**src/rtl/cr_kme_fifo_rr_arb.sv**
```systemverilog
// -----------------------------------------------------------------------------
// cr_kme_fifo_rr_arb
//
// Packet-aware round-robin arbiter. It merges the read sides of N_REQ KME
// staging FIFOs onto a single beat stream that leaves through one registered
// output stage.
//
// Once a requester's first non-eop beat is taken, the grant stays locked to
// that requester until its eop beat is taken. A beat watchdog breaks the lock
// on packets that run longer than MAX_BEATS beats.
//
// Handshakes:
//   Upstream: req_ack[i] is a combinational pop strobe. It is high only in a
//   cycle where the output register loads a beat from requester i.
//   Downstream: a beat transfers on any rising edge where
//   out_valid & out_ready. The output register can load a new beat when it is
//   empty or is being drained in the same cycle.
//
// Ports:
//   clk, rst           clock; asynchronous active-high reset
//   req_valid[N]       per-requester beat available (FIFO not empty)
//   req_data[N*W]      per-requester head beat, requester i at [i*W +: W]
//   req_eop[N]         per-requester last-beat flag
//   req_ack[N]         one-hot/zero pop strobe to the granted FIFO
//   out_valid          output register holds a beat
//   out_data[W]        registered beat
//   out_eop            registered eop flag
//   out_src            index of the requester that produced out_data
//   out_ready          downstream accept
//   pkt_err            one-cycle pulse, registered, after the watchdog fires
//   locked             arbiter is mid-packet (FSM in LOCK)
// -----------------------------------------------------------------------------
module cr_kme_fifo_rr_arb #(
   parameter int N_REQ     = 4,
   parameter int DATA_W    = 106,
   parameter int MAX_BEATS = 64
) (
   input  logic                       clk,
   input  logic                       rst,
   input  logic [N_REQ-1:0]           req_valid,
   input  logic [N_REQ*DATA_W-1:0]    req_data,
   input  logic [N_REQ-1:0]           req_eop,
   output logic [N_REQ-1:0]           req_ack,
   output logic                       out_valid,
   output logic [DATA_W-1:0]          out_data,
   output logic                       out_eop,
   output logic [$clog2(N_REQ)-1:0]   out_src,
   input  logic                       out_ready,
   output logic                       pkt_err,
   output logic                       locked
);

   localparam int SRC_W = $clog2(N_REQ);
   localparam int CNT_W = $clog2(MAX_BEATS + 1);

   typedef enum logic {
      ARB  = 1'b0,
      LOCK = 1'b1
   } state_t;

   state_t             state, state_n;
   logic [SRC_W-1:0]   ptr, ptr_n;
   logic [SRC_W-1:0]   lock_id, lock_id_n;
   logic [CNT_W-1:0]   beat_cnt, beat_cnt_n;
   logic               fire;

   logic [SRC_W-1:0]   arb_sel;
   logic               arb_found;
   logic [SRC_W-1:0]   sel;
   logic               sel_vld;
   logic               sel_eop;
   logic               load_ok;
   logic               load;

   // Round-robin search that starts one past the last granted requester.
   always_comb begin
      arb_sel   = '0;
      arb_found = 1'b0;
      for (int k = 1; k <= N_REQ; k++) begin
         if (!arb_found && req_valid[(int'(ptr) + k) % N_REQ]) begin
            arb_found = 1'b1;
            arb_sel   = SRC_W'((int'(ptr) + k) % N_REQ);
         end
      end
   end

   // In LOCK the locked requester is selected unconditionally. An idle
   // locked requester therefore stalls the stream instead of letting
   // another requester interleave.
   assign sel     = (state == LOCK) ? lock_id : arb_sel;
   assign sel_vld = req_valid[sel];
   assign sel_eop = req_eop[sel];
   assign load_ok = !out_valid || out_ready;
   // rst gates the pop so that no FIFO is popped while the arbiter is held
   // in reset.
   assign load    = load_ok && sel_vld && !rst;
   assign req_ack = load ? ({{(N_REQ-1){1'b0}}, 1'b1} << sel) : '0;
   assign locked  = (state == LOCK);

   // Next-state logic for the FSM, the grant pointer and the beat watchdog.
   always_comb begin
      state_n    = state;
      ptr_n      = ptr;
      lock_id_n  = lock_id;
      beat_cnt_n = beat_cnt;
      fire       = 1'b0;
      if (load) begin
         unique case (state)
            ARB: begin
               ptr_n = sel;
               if (!sel_eop) begin
                  state_n    = LOCK;
                  lock_id_n  = sel;
                  beat_cnt_n = CNT_W'(1);
               end
            end
            LOCK: begin
               if (sel_eop) begin
                  state_n    = ARB;
                  beat_cnt_n = '0;
               end else if (beat_cnt == CNT_W'(MAX_BEATS - 1)) begin
                  // The runaway beat is still forwarded. Any later beats
                  // of the packet re-enter arbitration as new packets.
                  fire       = 1'b1;
                  state_n    = ARB;
                  beat_cnt_n = '0;
               end else begin
                  beat_cnt_n = beat_cnt + CNT_W'(1);
               end
            end
            default: state_n = ARB;
         endcase
      end
   end

   always_ff @(posedge clk or posedge rst) begin
      if (rst) begin
         state    <= ARB;
         ptr      <= SRC_W'(N_REQ - 1);
         lock_id  <= '0;
         beat_cnt <= '0;
         pkt_err  <= 1'b0;
      end else begin
         state    <= state_n;
         ptr      <= ptr_n;
         lock_id  <= lock_id_n;
         beat_cnt <= beat_cnt_n;
         pkt_err  <= fire;
      end
   end

   // Output register. It holds its contents while stalled or after it has
   // been drained with nothing to replace the beat.
   always_ff @(posedge clk or posedge rst) begin
      if (rst) begin
         out_valid <= 1'b0;
         out_data  <= '0;
         out_eop   <= 1'b0;
         out_src   <= '0;
      end else if (load) begin
         out_valid <= 1'b1;
         out_data  <= req_data[sel*DATA_W +: DATA_W];
         out_eop   <= sel_eop;
         out_src   <= sel;
      end else if (out_valid && out_ready) begin
         out_valid <= 1'b0;
      end
   end

endmodule

```
**config.mk**
```make
export PLATFORM = sky130hd
export DESIGN_NAME = cr_kme_fifo_rr_arb
export DESIGN_NICKNAME = d
export VERILOG_FILES = /design/src/rtl/cr_kme_fifo_rr_arb.sv
export SDC_FILE = /design/constraint.sdc
export NUM_CORES = 1
export LEC_CHECK = 0
export BUFFER_PORTS_ARGS = -buffer_cell sky130_fd_sc_hd__buf_4
export CORE_AREA = 5 5 210 212
export DETAILED_ROUTE_END_ITERATION = 6
export DIE_AREA = 0 0 215 217
export GPL_TIMING_DRIVEN = 0
export PLACE_DENSITY = 0.5
export SYNTH_ARGS = -nofsm -noshare
export SYNTH_HDL_FRONTEND = slang
export SYNTH_SLANG_ARGS = --single-unit
```
**constraint.sdc**
```tcl
create_clock -name clk -period 10.3 [get_ports clk]
set_input_delay 0.515 -clock clk [delete_from_list [all_inputs] [get_ports clk]]
set_output_delay 0.515 -clock clk [all_outputs]
set_load 0.02 [all_outputs]
```
== Word level (Yosys, flattened, before mapping) ==
Index checks and enable logic that the tools add are counted.

* Mux-type cells: 39
* Shifts and indexed selects: 2
* Eq/ne operators: 2
* Bitwise gates (word level): 6
* Reduce and logical (&&, ||, !) cells: 20
* $lt $le $gt $ge: 5
* Add/subtract/negate cells: 5
* Multipliers: 1
* Divide/modulo/power cells: 0

{| class="wikitable"
|+ Operators by type and width
! operator !! number
|-
| indexed part select 424 x 10 -> 106 bit || 1
|-
| 2-to-1 mux 1 bit || 22
|-
| 2-to-1 mux 7 bit || 3
|-
| < comparator 3 x 4 -> 1 bit, second input constant || 4
|-
| case mux 7 bit (2 select lines) || 1
|-
| binary-select mux 1 bit (select 2 bit) || 6
|-
| 2-to-1 mux 2 bit || 5
|-
| multiplier 2 x 6 -> 8 bit, second input constant || 1
|-
| OR reduction 2 bit || 4
|-
| adder 7 x 1 -> 7 bit, second input constant || 1
|-
| == test 7 x 6 -> 1 bit, second input constant || 1
|-
| logical AND 1 bit || 6
|-
| zero test 1 bit || 5
|-
| adder 2 x 1 -> 2 bit, second input constant || 2
|-
| adder 2 bit, second input constant || 2
|-
| AND 1 bit, first input constant || 4
|-
| 2-to-1 mux 4 bit || 1
|-
| AND reduction 2 bit || 2
|-
| left shift 1 x 2 -> 4 bit, first input constant || 1
|-
| < comparator 2 x 3 -> 1 bit, second input constant || 1
|-
| AND reduction 3 bit || 1
|-
| inequality test 2 bit, second input constant || 1
|-
| inverter 1 bit || 2
|-
| case mux 1 bit (2 select lines) || 1
|-
| other kinds (2) || 2
|}

* Latch bits: 0
* Bits in registers: 123
* Output and inout bits: 116
* Memories kept: 0
* Input port bits: 435
* Logic and storage cells: 89
* Bits in read-only memories: 0
* RAM bits: 0

== Logic depth before layout (Yosys ltp) ==
Gate-level depths: netlist of the first run.

* Word-level depth: 22
* Depth in mapped cells: 10
* Gate-level depth less buffers: 7

== Least setup slack after synthesis of the first run ==
OpenSTA, ideal clock, no wires.

* Path type: register -> output
* From: reg ptr[1]
* To: out req_ack[1]
* Stages on the path, launching flop included: 9
* Arrival: 2.144 ns
* Setup slack: 7.641 ns
* Path buffers: 3
* Cells stage by stage: dfstp_2 buf_2 inv_1 o311ai_4 nand3_1 o21ai_1 buf_2 buf_2 and2_1

* Word-level cells in the longest chain between the ends: 20
* Elaborated cells on any way between the ends: 36
* Those cells by class: add/sub (4); shift (1); mux (23); reduce/logical (8)

{| class="wikitable"
|+ Ends and longest elaborated chain
! item !! line !! RTL
|-
| start, declared || 62 || <nowiki>logic [SRC_W-1:0] ptr, ptr_n;</nowiki>
|-
| start signal, assigned || 139 || <nowiki>ptr <= SRC_W'(N_REQ - 1);</nowiki>
|-
| start signal, assigned || 145 || <nowiki>ptr <= ptr_n;</nowiki>
|-
| adder 2 x 1 -> 2 bit || 80, 82 ||
|-
| binary-select mux 1 bit (select 2 bit) || 80 || <nowiki>if (!arb_found && req_valid[(int'(ptr) + k) % N_REQ]) begin</nowiki>
|-
| 2-to-1 mux 1 bit (implied by the code) (2 in a row) || 80 ||
|-
| 2-to-1 mux 1 bit || 80 ||
|-
| zero test 1 bit || 80 ||
|-
| logical AND 1 bit || 80 ||
|-
| 2-to-1 mux 1 bit || 80 ||
|-
| zero test 1 bit || 80 ||
|-
| [... 2 more ...] || -- ||
|-
| zero test 1 bit || 80 ||
|-
| logical AND 1 bit || 80 ||
|-
| 2-to-1 mux 2 bit * || 80 ||
|-
| 2-to-1 mux 2 bit * || 90 || <nowiki>assign sel = (state == LOCK) ? lock_id : arb_sel;</nowiki>
|-
| binary-select mux 1 bit (select 2 bit) || 91 || <nowiki>assign sel_vld = req_valid[sel];</nowiki>
|-
| 2-to-1 mux 1 bit (implied by the code) || 91 ||
|-
| logical AND 1 bit (2 in a row) || 96 || <nowiki>assign load = load_ok && sel_vld && !rst;</nowiki>
|-
| 2-to-1 mux 4 bit * || 97 || <nowiki>assign req_ack = load ? ({{(N_REQ-1){1'b0}}, 1'b1} << sel) : '0;</nowiki>
|-
| end, declared || 43 || <nowiki>output logic [N_REQ-1:0] req_ack,</nowiki>
|}

Mark *: on every way between the ends. The rest lies on a longest branch, timed or not. The select of a mux whose other input is x is not followed.

== Worst setup path after layout of the first run ==
* From: reg state (netlist: locked)
* To: out req_ack[1]

* Word-level cells in the longest chain between the ends: 6
* Elaborated cells on any way between the ends: 7
* Those cells by class: shift (1); mux (4); reduce/logical (2)

{| class="wikitable"
|+ Ends and longest elaborated chain
! item !! line !! RTL
|-
| start, declared || 61 || <nowiki>state_t state, state_n;</nowiki>
|-
| start signal, assigned || 144 || <nowiki>state <= state_n;</nowiki>
|-
| 2-to-1 mux 2 bit * || 90 ||
|-
| binary-select mux 1 bit (select 2 bit) || 91 ||
|-
| 2-to-1 mux 1 bit (implied by the code) || 91 ||
|-
| logical AND 1 bit (2 in a row) || 96 ||
|-
| 2-to-1 mux 4 bit * || 97 ||
|}

Marks and branches as above.

==> run metrics, run 1 <==
Combinational Power Share 61.1%; fin crit period 3.96 ns; setup tns final 0 ns; async set-reset flop share out of synthesis 100%; total power 0.00360 W; initial antenna violation count 3; Iteration-0 DRC Markers 321; Worst-Margin Slew 0.928 ns; Crit-path slowest cell o21ai_2; Worst Path Max Fanout 10; Critical Path Most Common Cell buf_2; row cnt 75; post-cts sizing count 0; clock latency at the later pin of the worst-skew pair 0.43 ns; Synth Area per Inst 9.64 um^2; vias in the first global route 8894; Worst Reg-to-Reg Cells 10; Vias/cell 4.61; Internal Power 0.00196 W; Max-Cap Viols 0; global route overflow 0; Die Span Y 217 um; final period utilization 38.4%; Hold Path Class primary input to async pin; clock power share 15.9%; DR vias 8443; area leader, netlist dfrtp_1; iteration count of the initial detailed-routing pass 5; per-cell routed wire length 21.0 um; Num Clock Sinks 123; # Post-CTS Setup Buffers 0; Post-Route M1 WL 15200 um; CTS clk-pin slew, worst paths 0.06 ns; Post-synth EDFFs 0; TritonCTS Buffers 17; CP Cell Sequence buf_2 -> clkbuf_1 -> nand2_1 -> o21ai_2 -> buf_2 -> buf_2 -> and2_1 -> buf_4; Power Dens Cells 294 mW/mm^2; synth top area cells dfrtp_1 44%, a22o_1 14%, a221oi_1 14%; Sw Ratio 45.5%; Setup Skew 0.0100 ns; DR WL met3 2750 um; Die W 215 um; Area after DPL 0.0117 mm^2; placed cells 1801; Critical Path RT 9.79 ns; fmax 0.253 GHz; ant diodes 0; CTS root buf clkbuf_16; P_leak 5.87 nW; GP Congestion 0.895; synth cell count leaders 121 x dfrtp_1, 119 x nand2_1, 108 x a22o_1, 106 x a221oi_1, 83 x o21ai_0; status finished, final reports clean; r2r startpoint ptr[1]; share of power burned in registers 23.0%; post-route cell area 0.0123 mm^2; H-tree Lvls 4; r2r endpoint out_data[13]; core area 0.0418 mm^2; final non-filler cell total 1833; slew margin rel. 38.1%; max-slew violation count 0; CP max stage delay 0.71 ns; GRT Util Overall 15.7%; IO Pins 551; antenna-violating nets left 0; Psw 0.00164 W; WS Path Type register to output port; final net count 1717; TritonCTS clock tree done; post-synth top area share 44.2%; met2 wire len 19500 um; pre-CTS setup slack 6.65 ns; Distinct cells, synth 47; hold_buf cts 0; Crit. Startpoint locked; maximum vdd drop 0.000131 V; CP Launch Type register; setup ws final 6.34 ns; P&R area growth vs syn 78.7%; most frequent cell after synthesis dfrtp_1; Synth Instances 711; share of cells above drive strength 1 48.0%; Warnings, synthesis 0; worst-case clock buffer depth 2; #FFs+latches synth 123; mapped cell area 0.00685 mm^2; WL final 38500 um; final hold viol count 0; Reg2Reg Setup Slack 7.13 ns; Synth Net Count 1147; Worst Setup End Kind output port; Top Metal Used met5; hpwl dp 31400 um; residual DRC count 0; fillcell total 4467; Arrival @ worst endpoint 3.44 ns; Die Area 0.0467 mm^2; Worst setup endpoint req_ack[1]; Main synth FF type dfrtp_1; first-pass GRT wire length 56300 um; setup violators final 0; RSZ-0062 raised after global routing no; Buffers on Ports 550; Starting Density 16.4%; largest net degree at the start of global routing 74; sequential fraction of the synthesis area 44.9%
## critical path: cells and delay by family (launching register included)
family | cells | cell delay (ns)
AOI/OAI and AO/OA | 1 | 0.71
buffers and inverters | 5 | 1.54
DFF | 1 | 0.38
and+or+nand+nor | 2 | 0.37
## registers in the layout, indices dropped and copies added, names as in the netlist
| name | cells |
|---|---|
| ptr | 2 |
| beat_cnt | 7 |
| lock_id | 2 |
| out_valid | 1 |
| out_data | 106 |
| out_eop | 1 |
| pkt_err | 1 |
| out_src | 2 |
| locked | 1 |
## cell usage in the layout, fill, tap and decap left out, types with 2 or more instances in the layout
cell type     n
a21o_1        3
nand2b_1      3
nand2_1     119
mux2i_1       4
buf_2        18
inv_2         2
o31ai_1       2
o21a_1        2
clkbuf_8      3
nand3_1       3
a32o_1        3
inv_1         7
a22o_1      108
buf_4       556
o21ai_0      83
clkbuf_16    17
clkbuf_1     52
o21ai_1      30
a21oi_1       3
o21ai_2       2
nor2_1        5
and2_1        4
mux4_2        2
clkinvlp_4    2
a221oi_1    106
o32ai_4       2
clkinv_2      4
dfrtp_1     121
dfstp_2       2
o211ai_1      2
## how the worst min path moves through the flow
stage                               to  slack [ns]  cells past startpoint
after floorplan            beat_cnt[6]        0.45                      1
after global placement    out_data[60]        0.46                      2
after detailed placement   beat_cnt[6]        0.47                      1
after CTS                 out_data[82]        0.11                      2
after global routing      out_data[82]        0.14                      2
final                     out_data[82]        0.12                      2
## area by class of cell
cell class	instances	area [um^2]	area share [%]
timing repair buffer	551	4160	33.9
multi-input combinational	505	3420	27.9
sequential	123	3080	25.1
tap	539	674	5.51
clock buffer	25	485	3.96
buffer	73	327	2.67
clock inverter	7	65.1	0.531
inverter	10	42.5	0.347
## power groups by stage
stage               logic (W)  clock network (W)  registers, W
floorplan             0.00106                  0       0.00105
global placement      0.00223                  0      0.000826
detailed placement    0.00224                  0      0.000833
CTS                   0.00224           0.000596      0.000830
global route          0.00240           0.000615      0.000855
finish                0.00220           0.000571      0.000828
## through the flow
stage	utilization, %	hold slack, ns
global route	29.3	0.144
global placement	27.9	0.464
CTS	29.3	0.109
finish	29.3	0.119
floorplan	-	0.450
detailed placement	28.0	0.469
## metal layers
layer	track usage (%)	vias up
met2	27.9	367
met3	4.46	48
li1	-	3950
met1	18.2	4074
met5	0	-
met4	5.74	4
## cells by family (layout without fill, tap and decap cells)
kind of cell | count (synthesis) | in the layout | synth area share, %
AO/OA/AOI/OAI | 354 | 354 | 39.6
flip-flops | 123 | 123 | 44.9
multiplexers | 7 | 7 | 1.41
adder cells (fa/ha/maj) | 1 | 1 | 0.183
buffers and inverters | 83 | 666 | 5.31
AND/OR/NAND/NOR | 143 | 143 | 8.54
Note: power is estimated with default switching activity, not from simulation.
==> run 2: changes to the inputs <==
- clock period: 10.3 -> 4.1 ns (I/O delays scaled with it)
==> run 2 against run 1 <==
Critical path depth is the same. Non-clock buffer count rose by 1. Largest cell class unchanged. Clock power grew to 2.5 times the previous value.
==> run metrics, run 2 (synthesis gave the netlist of run 1 again) <==
antenna-violating nets left 0; per-cell routed wire length 21.0 um; fmax 0.275 GHz; post-cts sizing count 0; iteration count of the initial detailed-routing pass 4; CP Launch Type register; worst-case clock buffer depth 2; share of cells above drive strength 1 48.0%; post-layout util 29.4%; vias in the first global route 8900; WS Path Type register to output port; Arrival @ worst endpoint 3.44 ns; final period utilization 88.8%; DR vias 8482; fin crit period 3.64 ns; registers with the most flip-flops out_data: 106 flops, beat_cnt: 7 flops; Worst Reg-to-Reg Cells 8; RSZ-0062 raised after global routing no; first-pass GRT wire length 56300 um; Die Span Y 217 um; Iteration-0 DRC Markers 303; Vias/cell 4.62; TritonCTS Buffers 17; Die Area 0.0467 mm^2; P&R area growth vs syn 78.9%; max reg flops 106; Setup Skew 0.00826 ns; IO Pins 551; row cnt 75; P_leak 5.87 nW; Num Clock Sinks 123; GRT Util Overall 15.7%; r2r startpoint locked; Starting Density 16.4%; initial antenna violation count 3; ant diodes 0; maximum vdd drop 0.000327 V; max-slew violation count 0; most frequent cells in the layout 556 x buf_4, 121 x dfrtp_1, 119 x nand2_1; Hold Path Class primary input to register; largest register by flop count out_data; slew margin rel. 38.1%; WL final 38500 um; hpwl dp 31400 um; Worst Setup End Kind output port; hold path depth 3; H-tree Lvls 4; global route overflow 0; most common cell after layout, fill and taps aside buf_4; final hold viol count 0; Die W 215 um; largest net degree at the start of global routing 74; final net count 1718; clock latency at the later pin of the worst-skew pair 0.42 ns; TritonCTS clock tree done; hold_sp req_data[6]; total power 0.00903 W; Power Dens Cells 737 mW/mm^2; GP Congestion 0.895; Buffers on Ports 550; Crit. Startpoint locked; Worst Path Max Fanout 10; Critical Path RT 3.89 ns; residual DRC count 0; core area 0.0418 mm^2; CTS clk-pin slew, worst paths 0.06 ns; status finished, final reports clean; Worst-Margin Slew 0.928 ns; CTS root buf clkbuf_16; setup violators final 0; Max-Cap Viols 0
-- run 2: cell types whose count changed in the layout (fill, tap and decap cells not counted) --
| cell | change |
|---|---|
| dlygate4sd3_1 | +1 |
-- run 2: area by class of cell --
class                           count  area [um^2]
Multi-Input combinational cell    505         3420
Inverter                           10         42.5
Buffer                             73          327
Fill cell                        4466        29500
Clock inverter                      7         65.1
Timing Repair Buffer              552         4170
Tap cell                          539          674
Sequential cell                   123         3080
Clock buffer                       25          485
-- run 2: layer usage --
layer / vias up / part of all wire (%) / global-route usage [%]
met5: - / 0.057 / 0
met2: 369 / 51 / 27.9
met3: 40 / 7.2 / 4.46
li1: 3953 / - / -
met4: 4 / 2.3 / 5.74
met1: 4116 / 39 / 18.2
-- run 2: timing repair --
action	CTS	global route
endpoints found under the setup margin	0	0
hold endpoints to repair	50	0
hold buffers	1	0
buffers inserted	0	0
-- run 2: path summary, 6_finish.rpt --
kind / endpoint / slack [ns]
worst max-delay path: req_ack[1] / 0.46
worst min-delay path: out_data[6] / 0.07
worst max register to register: out_data[12] / 0.94
worst min register to register: beat_cnt[6] / 0.47
max in group asynchronous: out_data[20] / 2.94
min in group asynchronous: out_data[82] / 0.39
-- run 2: critical path, stage by stage (launching register included) --
cell,delay [ns]
dfrtp_1,0.38
buf_2,0.24
clkbuf_1,0.47
nand2_1,0.22
o21ai_2,0.71
buf_2,0.41
buf_2,0.28
and2_1,0.15
buf_4,0.13
-- run 2: stage by stage --
| step | instance area (um^2) | hold slack, ns | setup TNS (ns) | std cells | worst slack, ns |
|---|---|---|---|---|---|
| final | 12300 | 0.0723 | 0 | 1834 | 0.460 |
| after floorplan | 6850 | 0.380 | 0 | 711 | 0.627 |
| after detailed placement | 11700 | 0.289 | 0 | 1801 | 0.846 |
| after CTS | 12300 | 0.0269 | 0 | 1834 | 0.349 |
| after global placement | 11700 | 0.464 | -145.43 | 1800 | -1.23 |
| after global routing | 12300 | 0.0425 | 0 | 1834 | 0.243 |
-- run 2: power breakdown --
| part | switching (W) | internal (W) |
|---|---|---|
| clock | 0.000553 | 0.000877 |
| sequential | 0.000315 | 0.00176 |
| combinational | 0.00324 | 0.00228 |
| total | 0.00411 | 0.00492 |
